`src/rtl/wb_cmd_master.sv`:
```
// ----------------------------------------------------------------------------
// wb_cmd_master
//   Wishbone classic master engine. Read/write commands arrive on a
//   valid/ready channel and wait in a CMD_DEPTH-entry FIFO. Each command
//   becomes one single-beat Wishbone cycle. The result (echoed we, read data
//   and OK/ERR/TIMEOUT status) is returned on a valid/ready response channel.
//
// Ports
//   clk_i, rst_i       clock (rising edge), async active-high reset
//   cmd_valid_i/ready_o command handshake; ready = FIFO not full
//   cmd_we_i/adr_i/dat_i command fields (dat ignored for reads)
//   rsp_valid_o/ready_i response handshake
//   rsp_we_o/dat_o/status_o response fields; status 00 OK, 01 ERR, 10 TIMEOUT
//   cmd_count_o        FIFO occupancy
//   busy_o             engine active or commands pending
//   cyc_o, stb_o, we_o, adr_o, dat_o   Wishbone master outputs
//   dat_i, ack_i, err_i                Wishbone slave inputs
// ----------------------------------------------------------------------------
module wb_cmd_master #(
    parameter int unsigned ADDR_WIDTH     = 32,
    parameter int unsigned DATA_WIDTH     = 16,
    parameter int unsigned CMD_DEPTH      = 4,
    parameter int unsigned TIMEOUT_CYCLES = 255
) (
    input  logic                           clk_i,
    input  logic                           rst_i,
    // command channel
    input  logic                           cmd_valid_i,
    output logic                           cmd_ready_o,
    input  logic                           cmd_we_i,
    input  logic [ADDR_WIDTH-1:0]          cmd_adr_i,
    input  logic [DATA_WIDTH-1:0]          cmd_dat_i,
    // response channel
    output logic                           rsp_valid_o,
    input  logic                           rsp_ready_i,
    output logic                           rsp_we_o,
    output logic [DATA_WIDTH-1:0]          rsp_dat_o,
    output logic [1:0]                     rsp_status_o,
    // status
    output logic [$clog2(CMD_DEPTH+1)-1:0] cmd_count_o,
    output logic                           busy_o,
    // Wishbone master
    output logic                           cyc_o,
    output logic                           stb_o,
    output logic                           we_o,
    output logic [ADDR_WIDTH-1:0]          adr_o,
    output logic [DATA_WIDTH-1:0]          dat_o,
    input  logic [DATA_WIDTH-1:0]          dat_i,
    input  logic                           ack_i,
    input  logic                           err_i
);

    localparam int unsigned PTR_W   = (CMD_DEPTH > 1) ? $clog2(CMD_DEPTH) : 1;
    localparam int unsigned CNT_W   = $clog2(CMD_DEPTH + 1);
    localparam int unsigned ENTRY_W = 1 + ADDR_WIDTH + DATA_WIDTH;
    localparam int unsigned TO_W    = (TIMEOUT_CYCLES > 0) ? $clog2(TIMEOUT_CYCLES + 1) : 1;
    localparam bit          TO_EN   = (TIMEOUT_CYCLES != 0);

    localparam logic [CNT_W-1:0] FULL_CNT = CNT_W'(CMD_DEPTH);
    localparam logic [TO_W-1:0]  TO_MAX   = TO_W'(TIMEOUT_CYCLES);

    localparam logic [1:0] ST_OK      = 2'b00;
    localparam logic [1:0] ST_ERR     = 2'b01;
    localparam logic [1:0] ST_TIMEOUT = 2'b10;

    typedef enum logic [1:0] {
        S_IDLE,
        S_REQ,
        S_RSP
    } state_t;

    // ------------------------------------------------------------------
    // Registers and wires
    // ------------------------------------------------------------------
    state_t                 r_state;
    state_t                 w_state_nxt;

    logic [ENTRY_W-1:0]     r_mem [CMD_DEPTH];
    logic [PTR_W-1:0]       r_wr_ptr;
    logic [PTR_W-1:0]       r_rd_ptr;
    logic [CNT_W-1:0]       r_count;
    logic                   r_rst_done;

    logic                   r_we;
    logic [ADDR_WIDTH-1:0]  r_adr;
    logic [DATA_WIDTH-1:0]  r_dat;
    logic [TO_W-1:0]        r_to_cnt;

    logic                   r_rsp_we;
    logic [DATA_WIDTH-1:0]  r_rsp_dat;
    logic [1:0]             r_rsp_status;

    logic                   w_push;
    logic                   w_launch;
    logic                   w_term;
    logic                   w_rsp_done;
    logic                   w_fifo_nempty;
    logic                   w_timeout;
    logic [ENTRY_W-1:0]     w_head;
    logic                   w_head_we;
    logic [ADDR_WIDTH-1:0]  w_head_adr;
    logic [DATA_WIDTH-1:0]  w_head_dat;

    // ------------------------------------------------------------------
    // Command FIFO
    // ------------------------------------------------------------------
    // Ready comes from registered count only, so a full FIFO refuses a push
    // even in a cycle where the engine pops. r_rst_done keeps ready low
    // until the first edge after reset release.
    assign cmd_ready_o   = r_rst_done && (r_count != FULL_CNT);
    assign w_push        = cmd_valid_i && cmd_ready_o;
    assign w_fifo_nempty = (r_count != '0);

    assign w_head     = r_mem[r_rd_ptr];
    assign w_head_we  = w_head[ENTRY_W-1];
    assign w_head_adr = w_head[DATA_WIDTH +: ADDR_WIDTH];
    assign w_head_dat = w_head[DATA_WIDTH-1:0];

    // Storage carries no reset; occupancy is tracked by pointers and count.
    always_ff @(posedge clk_i) begin
        if (w_push) begin
            r_mem[r_wr_ptr] <= {cmd_we_i, cmd_adr_i, cmd_dat_i};
        end
    end

    always_ff @(posedge clk_i or posedge rst_i) begin
        if (rst_i) begin
            r_wr_ptr   <= '0;
            r_rd_ptr   <= '0;
            r_count    <= '0;
            r_rst_done <= 1'b0;
        end else begin
            r_rst_done <= 1'b1;
            if (w_push) begin
                r_wr_ptr <= r_wr_ptr + PTR_W'(1);
            end
            if (w_launch) begin
                r_rd_ptr <= r_rd_ptr + PTR_W'(1);
            end
            unique case ({w_push, w_launch})
                2'b10:   r_count <= r_count + CNT_W'(1);
                2'b01:   r_count <= r_count - CNT_W'(1);
                default: r_count <= r_count;
            endcase
        end
    end

    // ------------------------------------------------------------------
    // Control FSM
    // ------------------------------------------------------------------
    assign w_timeout = TO_EN && (r_to_cnt == TO_MAX);

    always_ff @(posedge clk_i or posedge rst_i) begin
        if (rst_i) begin
            r_state <= S_IDLE;
        end else begin
            r_state <= w_state_nxt;
        end
    end

    always_comb begin
        w_state_nxt = r_state;
        w_launch    = 1'b0;
        w_term      = 1'b0;
        w_rsp_done  = 1'b0;
        unique case (r_state)
            S_IDLE: begin
                if (w_fifo_nempty) begin
                    w_launch    = 1'b1;
                    w_state_nxt = S_REQ;
                end
            end
            S_REQ: begin
                // A bus response on the same edge as the timeout wins.
                if (ack_i || err_i || w_timeout) begin
                    w_term      = 1'b1;
                    w_state_nxt = S_RSP;
                end
            end
            S_RSP: begin
                if (rsp_ready_i) begin
                    w_rsp_done = 1'b1;
                    if (w_fifo_nempty) begin
                        w_launch    = 1'b1;
                        w_state_nxt = S_REQ;
                    end else begin
                        w_state_nxt = S_IDLE;
                    end
                end
            end
            default: begin
                w_state_nxt = S_IDLE;
            end
        endcase
    end

    // ------------------------------------------------------------------
    // Wishbone request registers and timeout counter
    // ------------------------------------------------------------------
    // adr/dat/we are cleared at termination so the bus never idles with
    // stale or undefined values.
    always_ff @(posedge clk_i or posedge rst_i) begin
        if (rst_i) begin
            r_we     <= 1'b0;
            r_adr    <= '0;
            r_dat    <= '0;
            r_to_cnt <= '0;
        end else begin
            if (w_launch) begin
                r_we     <= w_head_we;
                r_adr    <= w_head_adr;
                r_dat    <= w_head_dat;
                r_to_cnt <= '0;
            end else if (w_term) begin
                r_we     <= 1'b0;
                r_adr    <= '0;
                r_dat    <= '0;
            end else if ((r_state == S_REQ) && TO_EN) begin
                r_to_cnt <= r_to_cnt + TO_W'(1);
            end
        end
    end

    // ------------------------------------------------------------------
    // Response registers
    // ------------------------------------------------------------------
    always_ff @(posedge clk_i or posedge rst_i) begin
        if (rst_i) begin
            r_rsp_we     <= 1'b0;
            r_rsp_dat    <= '0;
            r_rsp_status <= ST_OK;
        end else begin
            if (w_term) begin
                r_rsp_we <= r_we;
                if (err_i) begin
                    r_rsp_status <= ST_ERR;
                    r_rsp_dat    <= '0;
                end else if (ack_i) begin
                    r_rsp_status <= ST_OK;
                    r_rsp_dat    <= r_we ? '0 : dat_i;
                end else begin
                    r_rsp_status <= ST_TIMEOUT;
                    r_rsp_dat    <= '0;
                end
            end else if (w_rsp_done) begin
                r_rsp_we     <= 1'b0;
                r_rsp_dat    <= '0;
                r_rsp_status <= ST_OK;
            end
        end
    end

    // ------------------------------------------------------------------
    // Outputs
    // ------------------------------------------------------------------
    assign cyc_o        = (r_state == S_REQ);
    assign stb_o        = (r_state == S_REQ);
    assign we_o         = r_we;
    assign adr_o        = r_adr;
    assign dat_o        = r_dat;

    assign rsp_valid_o  = (r_state == S_RSP);
    assign rsp_we_o     = r_rsp_we;
    assign rsp_dat_o    = r_rsp_dat;
    assign rsp_status_o = r_rsp_status;

    assign cmd_count_o  = r_count;
    assign busy_o       = (r_state != S_IDLE) || (r_count != '0);

endmodule

```
`config.mk`:
```
export PLATFORM = sky130hd
export DESIGN_NAME = wb_cmd_master
export DESIGN_NICKNAME = d
export VERILOG_FILES = /design/src/rtl/wb_cmd_master.sv
export SDC_FILE = /design/constraint.sdc
export NUM_CORES = 1
export LEC_CHECK = 0
export CAP_MARGIN = 20
export CORE_MARGIN = 2
export CORE_UTILIZATION = 61
export CTS_BUF_LIST = sky130_fd_sc_hd__clkbuf_8
export DETAILED_ROUTE_END_ITERATION = 10
export GPL_ROUTABILITY_DRIVEN = 0
export PLACE_DENSITY = 0.95
export REMOVE_ABC_BUFFERS = 1
export SLEW_MARGIN = 40
export SYNTH_ARGS = -nofsm -noshare
export SYNTH_HDL_FRONTEND = slang
export SYNTH_SLANG_ARGS = --single-unit
export TNS_END_PERCENT = 50
```
`constraint.sdc`:
```
create_clock -name clk_i -period 4.5 [get_ports clk_i]
set_input_delay 0.9 -clock clk_i [delete_from_list [all_inputs] [get_ports clk_i]]
set_output_delay 0.9 -clock clk_i [all_outputs]
set_load 0.05 [all_outputs]
```
Word level (Yosys, flattened, before mapping)
Memory sizes are Yosys's and may differ from the RTL's.
Index checks and enable logic that the tools add are counted.
{ "word_totals": {"regBits": 86, "inputBits": 71, "memories": 1, "ramBits": 196} }
{ "classes": {"mux": 35, "reduce_logical": 14, "add_sub_neg": 5, "n_eq_ne": 10} }
{ "mem_list": {"columns": ["name", "words", "word_bits", "read_ports", "rd_ports_with_merged_regs", "wr", "line", "rtl"], "rows": [
  ["r_mem", 4, 49, 1, 0, 1, "78", "logic [ENTRY_W-1:0] r_mem [CMD_DEPTH];"]
]} }
{ "ops": {"columns": ["cell", "n"], "rows": [
  ["$mux W16", 7],
  ["$mux W32", 2],
  ["$mux W8", 3],
  ["$mux W2", 7],
  ["$mux W1", 13],
  ["$reduce_bool A2 Y1", 5],
  ["$add A8 B1 Y8 const B", 1],
  ["$eq A8 B8 Y1 const B", 1],
  ["$pmux W2 S3", 1],
  ["$pmux W3 S2", 1],
  ["$add A2 B1 Y2 const B", 2],
  ["$eq A2 B1 Y1 const B", 2],
  ["$eq A2 B2 Y1 const B", 2],
  ["$ne A2 B1 Y1 const B", 2],
  ["$ne A2 B2 Y1 const B", 2],
  ["$add A3 B1 Y3 const B", 1],
  ["$logic_or A1 B1 Y1", 3],
  ["$ne A3 B3 Y1 const B", 1],
  ["$reduce_and A3 Y1", 1],
  ["$reduce_bool A3 Y1", 1],
  ["$sub A3 B1 Y3 const B", 1],
  ["$logic_and A1 B1 Y1", 2],
  ["$logic_not A2 Y1", 1],
  ["$pmux W1 S2", 1],
  ["$reduce_and A2 Y1", 1]
]} }

Depth between registers and ports, before layout
{ "logic_depth": {"ltp_word": 6, "mapped_depth": 9, "ltp_nobuf": 9} }

Worst setup path before layout
Ideal clock, no wire load.
{ "synth_path": {"path_kind": "register to register", "startpoint": "reg r_count[1], in the netlist cmd_count_o[1]", "endpoint": "mem r_mem[0][0] in the netlist's numbering (enable)", "arrival_ns": 3.492, "synth_period_minus_slack_ns": 3.904, "setup_slack_ns": 0.596, "stages_incl_launch_ff": 4, "required_time_ns": 4.088, "path_cell_list": "dfrtp_1 -> nor2_1 -> a21boi_0 -> and3_1"} }
{ "synth_via": {"elab_chain_cells": 5} }
{ "synth_rtl": {"columns": ["element", "line", "rtl"], "rows": [
  ["start, declared", "81", "logic [CNT_W-1:0] r_count;"],
  ["start signal, assigned", "141", "2'b10: r_count <= r_count + CNT_W'(1);"],
  ["start signal, assigned", "142", "2'b01: r_count <= r_count - CNT_W'(1);"],
  ["start signal, assigned", "143", "default: r_count <= r_count;"],
  ["$ne A3 B3 Y1", "110", "assign cmd_ready_o = r_rst_done && (r_count != FULL_CNT);"],
  ["$logic_and A1 B1 Y1", "110", null],
  ["named net cmd_ready_o", "29", "output logic cmd_ready_o,"],
  ["$logic_and A1 B1 Y1", "111", "assign w_push = cmd_valid_i && cmd_ready_o;"],
  ["$mux W1", "121", "if (w_push) begin"],
  ["$mux W1 (not written as such)", "122", "r_mem[r_wr_ptr] <= {cmd_we_i, cmd_adr_i, cmd_dat_i};"],
  ["end, declared", "78", null]
]} }
The timed path passes the listed nets, and every way through them passes these cells.

Final worst setup path
{ "layout_path": {"startpoint": "reg r_state[0]", "endpoint": "out cyc_o"} }
{ "layout_via": {"elab_chain_cells": 1} }
{ "layout_rtl": {"columns": ["element", "line", "rtl"], "rows": [
  ["start, declared", "75", "state_t r_state;"],
  ["start signal, assigned", "157", "r_state <= w_state_nxt;"],
  ["$eq A2 B1 Y1", "256", "assign cyc_o = (r_state == S_REQ);"],
  ["end, declared", "43", "output logic cyc_o,"]
]} }
No other way between the ends.

==> reports/metrics.yaml <==
floorplanning:
  ios: 147
  die_y_um: 135
  die_x_um: 135
  row_count: 47
  die-area_mm2: 0.0182
  coreArea_mm2: 0.0167
  start_util_pct: 62.6
clock_network:
  clkLatencyLatePin_ns: 0.55
  htree_levels: 2
  holdBufCountCts: 0
  cts_tree: "built"
  cts-root-buf: "clkbuf_8"
  cts_resized: 0
  cts.clk_slew.worst_paths_ns: 0.07
  cts_buffers: 42
  cts_setup_buffers: 0
  clock_path_buffers: 3
  clock-sinks: 282
logic_synthesis:
  synth_common_cells: "196 x edfxtp_1, 86 x dfrtp_1, 66 x a22o_1"
  yosysTopAreaCell: "edfxtp_1"
  synthTopCellsByArea: "edfxtp_1 56%, dfrtp_1 21%, mux4_2 11%, a22o_1 5.5%, ha_1 0.72%"
  syn-cell-area_mm2: 0.0105
  synthDistinctLibCells: 38
  ys_seq_area_share_pct: 76.8
  synth_warnings: 0
  postSynthCellCount: 507
  synth-async-reset-ratio_pct: 30.5
  syn_area_per_cell_um2: 20.6
  yosysTopAreaCellShare_pct: 56.3
  yosysMostFrequentCell: "edfxtp_1"
  ys.flop_type: "edfxtp_1"
  synth_edf_count: 196
  ys_ff_latch: 282
setup_path:
  path_max_fanout: 9
  cp-start-kind: "register"
  r2r-end: "r_mem[3][42]$_DFFE_PP_"
  critical_path_class: "register to output port"
  crit_required_ns: 3.60
  r2r-start: "cmd_count_o[0]$_DFFE_PP0P_"
  crit_end: "cyc_o"
  startpoint: "r_state[0]$_DFFE_PP0P_"
  rr_worst_depth: 4
  arrival_ns: 2.55
  end_kind: "output port"
  r2r_slack_ns: 1.94
global_routing:
  grt_pass1_wl_um: 33100
  grt_pass1_vias: 6061
  grt_max_degree: 65
  overflow: 0
  antenna_found_initial: 2
  grt_usage_pct: 24.4
power:
  p_leak_nw: 4.85
  peakVddDrop_mv: 0.552
  power_per_cell_area_mw_per_mm2: 709
cells_and_area:
  syn_to_final_growth_pct: 24.4
  drive_above_1_share_pct: 18.7
  nets: 756
sta:
  final_max_slew_viol_count: 0
  relSlewSlack_pct: 48.6
  fmax_mhz: 290
  fin_ws_ns: 1.05
  post-route-min-period_ns: 3.45
  rsz0062_at_grt: "no"
  fin_crit_sh_pct: 76.7
  setup_tns_ns: 0
  setup_violations: 0
  worstMarginPinSlew_ns: 0.770
  hold_viol: 0
  fin_skew_ns: 0.0245
placement:
  pre_cts_ws_ns: 1.43
  hpwl_um: 13300
  io_buffers: 146
run:
  cap_viol_max_count: 0
drt:
  first_pass_iters: 5
  routed_wl_um: 21500
  viasPerCell: 5.97
  drc: 0
  antenna_left: 0
  vias: 5580
  routedWlPerCell_um: 23.1
  first_iter_violations: 415
min_path:
  hp-class: "register to register"
status:
  status: "complete, no violations"
## cell type report
class	count	area (um^2)
diodes	3	7.51
repair buffers	155	1550
clock inverters	23	90.1
inverters	5	23.8
clock buffers	54	743
well taps	220	275
multi-input cells	192	2280
fillers	830	3680
flip-flops and latches	282	8050
## layer usage
metal	part of all wire (%)	GRT usage, %
met4	1.7	8.28
met3	8.7	6.76
met5	0	0
met2	51	40.4
met1	39	31.9
## placed cells by master, fill, tap and decap left out, types with 2 or more instances in the layout
| cell | Yosys | layout |
|---|---|---|
| diode_2 | 0 | 3 |
| and3_2 | 0 | 4 |
| mux4_2 | 49 | 49 |
| a21oi_1 | 2 | 2 |
| o21ai_0 | 4 | 4 |
| edfxtp_1 | 196 | 196 |
| clkinv_2 | 0 | 3 |
| dfrtp_1 | 86 | 84 |
| xnor2_1 | 4 | 4 |
| and2_1 | 3 | 3 |
| inv_1 | 5 | 23 |
| nor2b_1 | 3 | 3 |
| clkdlybuf4s50_1 | 0 | 146 |
| clkbuf_8 | 0 | 54 |
| and3_1 | 8 | 4 |
| nand3_1 | 3 | 3 |
| nor2_1 | 11 | 11 |
| buf_4 | 1 | 7 |
| or3_1 | 2 | 2 |
| xor2_1 | 7 | 7 |
| a22o_1 | 66 | 66 |
| nand2_1 | 5 | 5 |
| mux2_2 | 3 | 3 |
| ha_1 | 6 | 6 |
| dfrtp_4 | 0 | 2 |
## logic make-up (layout without fill, tap and decap cells)
| kind of cell | Yosys count | count (layout) | share of synthesized area, % |
|---|---|---|---|
| simple gates | 40 | 40 | 2.31 |
| fa+ha+maj | 7 | 7 | 0.909 |
| mux | 53 | 53 | 11.0 |
| flops | 282 | 282 | 76.8 |
| buf+inv | 33 | 237 | 1.52 |
| xor+xnor | 11 | 11 | 0.921 |
| other cells | 1 | 4 | 0.0358 |
| compound gates | 80 | 80 | 6.51 |
## stage by stage
stage / hold slack, ns / instances / instance area, um^2 / total power, mW / utilization [%]
floorplan: 0.509 / 479 / 10300 / 6.06 / -
global placement: 0.487 / 852 / 12100 / 7.11 / 72.7
detailed placement: 0.492 / 854 / 12200 / 7.30 / 72.9
CTS: 0.507 / 931 / 13000 / 9.31 / 77.9
global route: 0.514 / 931 / 13000 / 9.61 / 77.9
finish: 0.504 / 934 / 13000 / 9.23 / 77.9
## power by group
part | total [mW] | switching, mW | internal, mW | leakage (nW)
logic | 3.45 | 2.01 | 1.44 | 1.47
clock network | 2.00 | 0.923 | 1.07 | 0.503
registers | 3.78 | 0.458 | 3.32 | 2.88
total | 9.23 | 3.39 | 5.84 | 4.85
## worst min-delay path by stage
stage / start / to / slack (ns) / cells past startpoint
floorplan: r_to_cnt[1]$_DFFE_PP0P_ / r_to_cnt[1]$_DFFE_PP0P_ / 0.51 / 2
global placement: rsp_dat_o[15]$_DFFE_PP0P_ / rsp_dat_o[15]$_DFFE_PP0P_ / 0.49 / 1
detailed placement: rsp_status_o[0]$_DFFE_PP0P_ / rsp_status_o[0]$_DFFE_PP0P_ / 0.49 / 1
CTS: rsp_status_o[0]$_DFFE_PP0P_ / rsp_status_o[0]$_DFFE_PP0P_ / 0.51 / 1
global route: rsp_status_o[0]$_DFFE_PP0P_ / rsp_status_o[0]$_DFFE_PP0P_ / 0.51 / 1
finish: rsp_status_o[0]$_DFFE_PP0P_ / rsp_status_o[0]$_DFFE_PP0P_ / 0.50 / 1
## worst max-delay path, stage by stage, from the launching register on
cell,delay (ns)
dfrtp_1,0.45
nor2b_1,0.62
clkdlybuf4s50_1,0.93
## flip-flops by register name (all words and copies together) (netlist names)
name and count:
r_rst_done 1, r_wr_ptr 2, cmd_count_o 3, dat_o 16, r_mem 196, r_rd_ptr 2
r_state 2, adr_o 32, rsp_dat_o 16, we_o 1, rsp_status_o 2, rsp_we_o 1
r_to_cnt 8
Power figures use the tool's default switching activity.
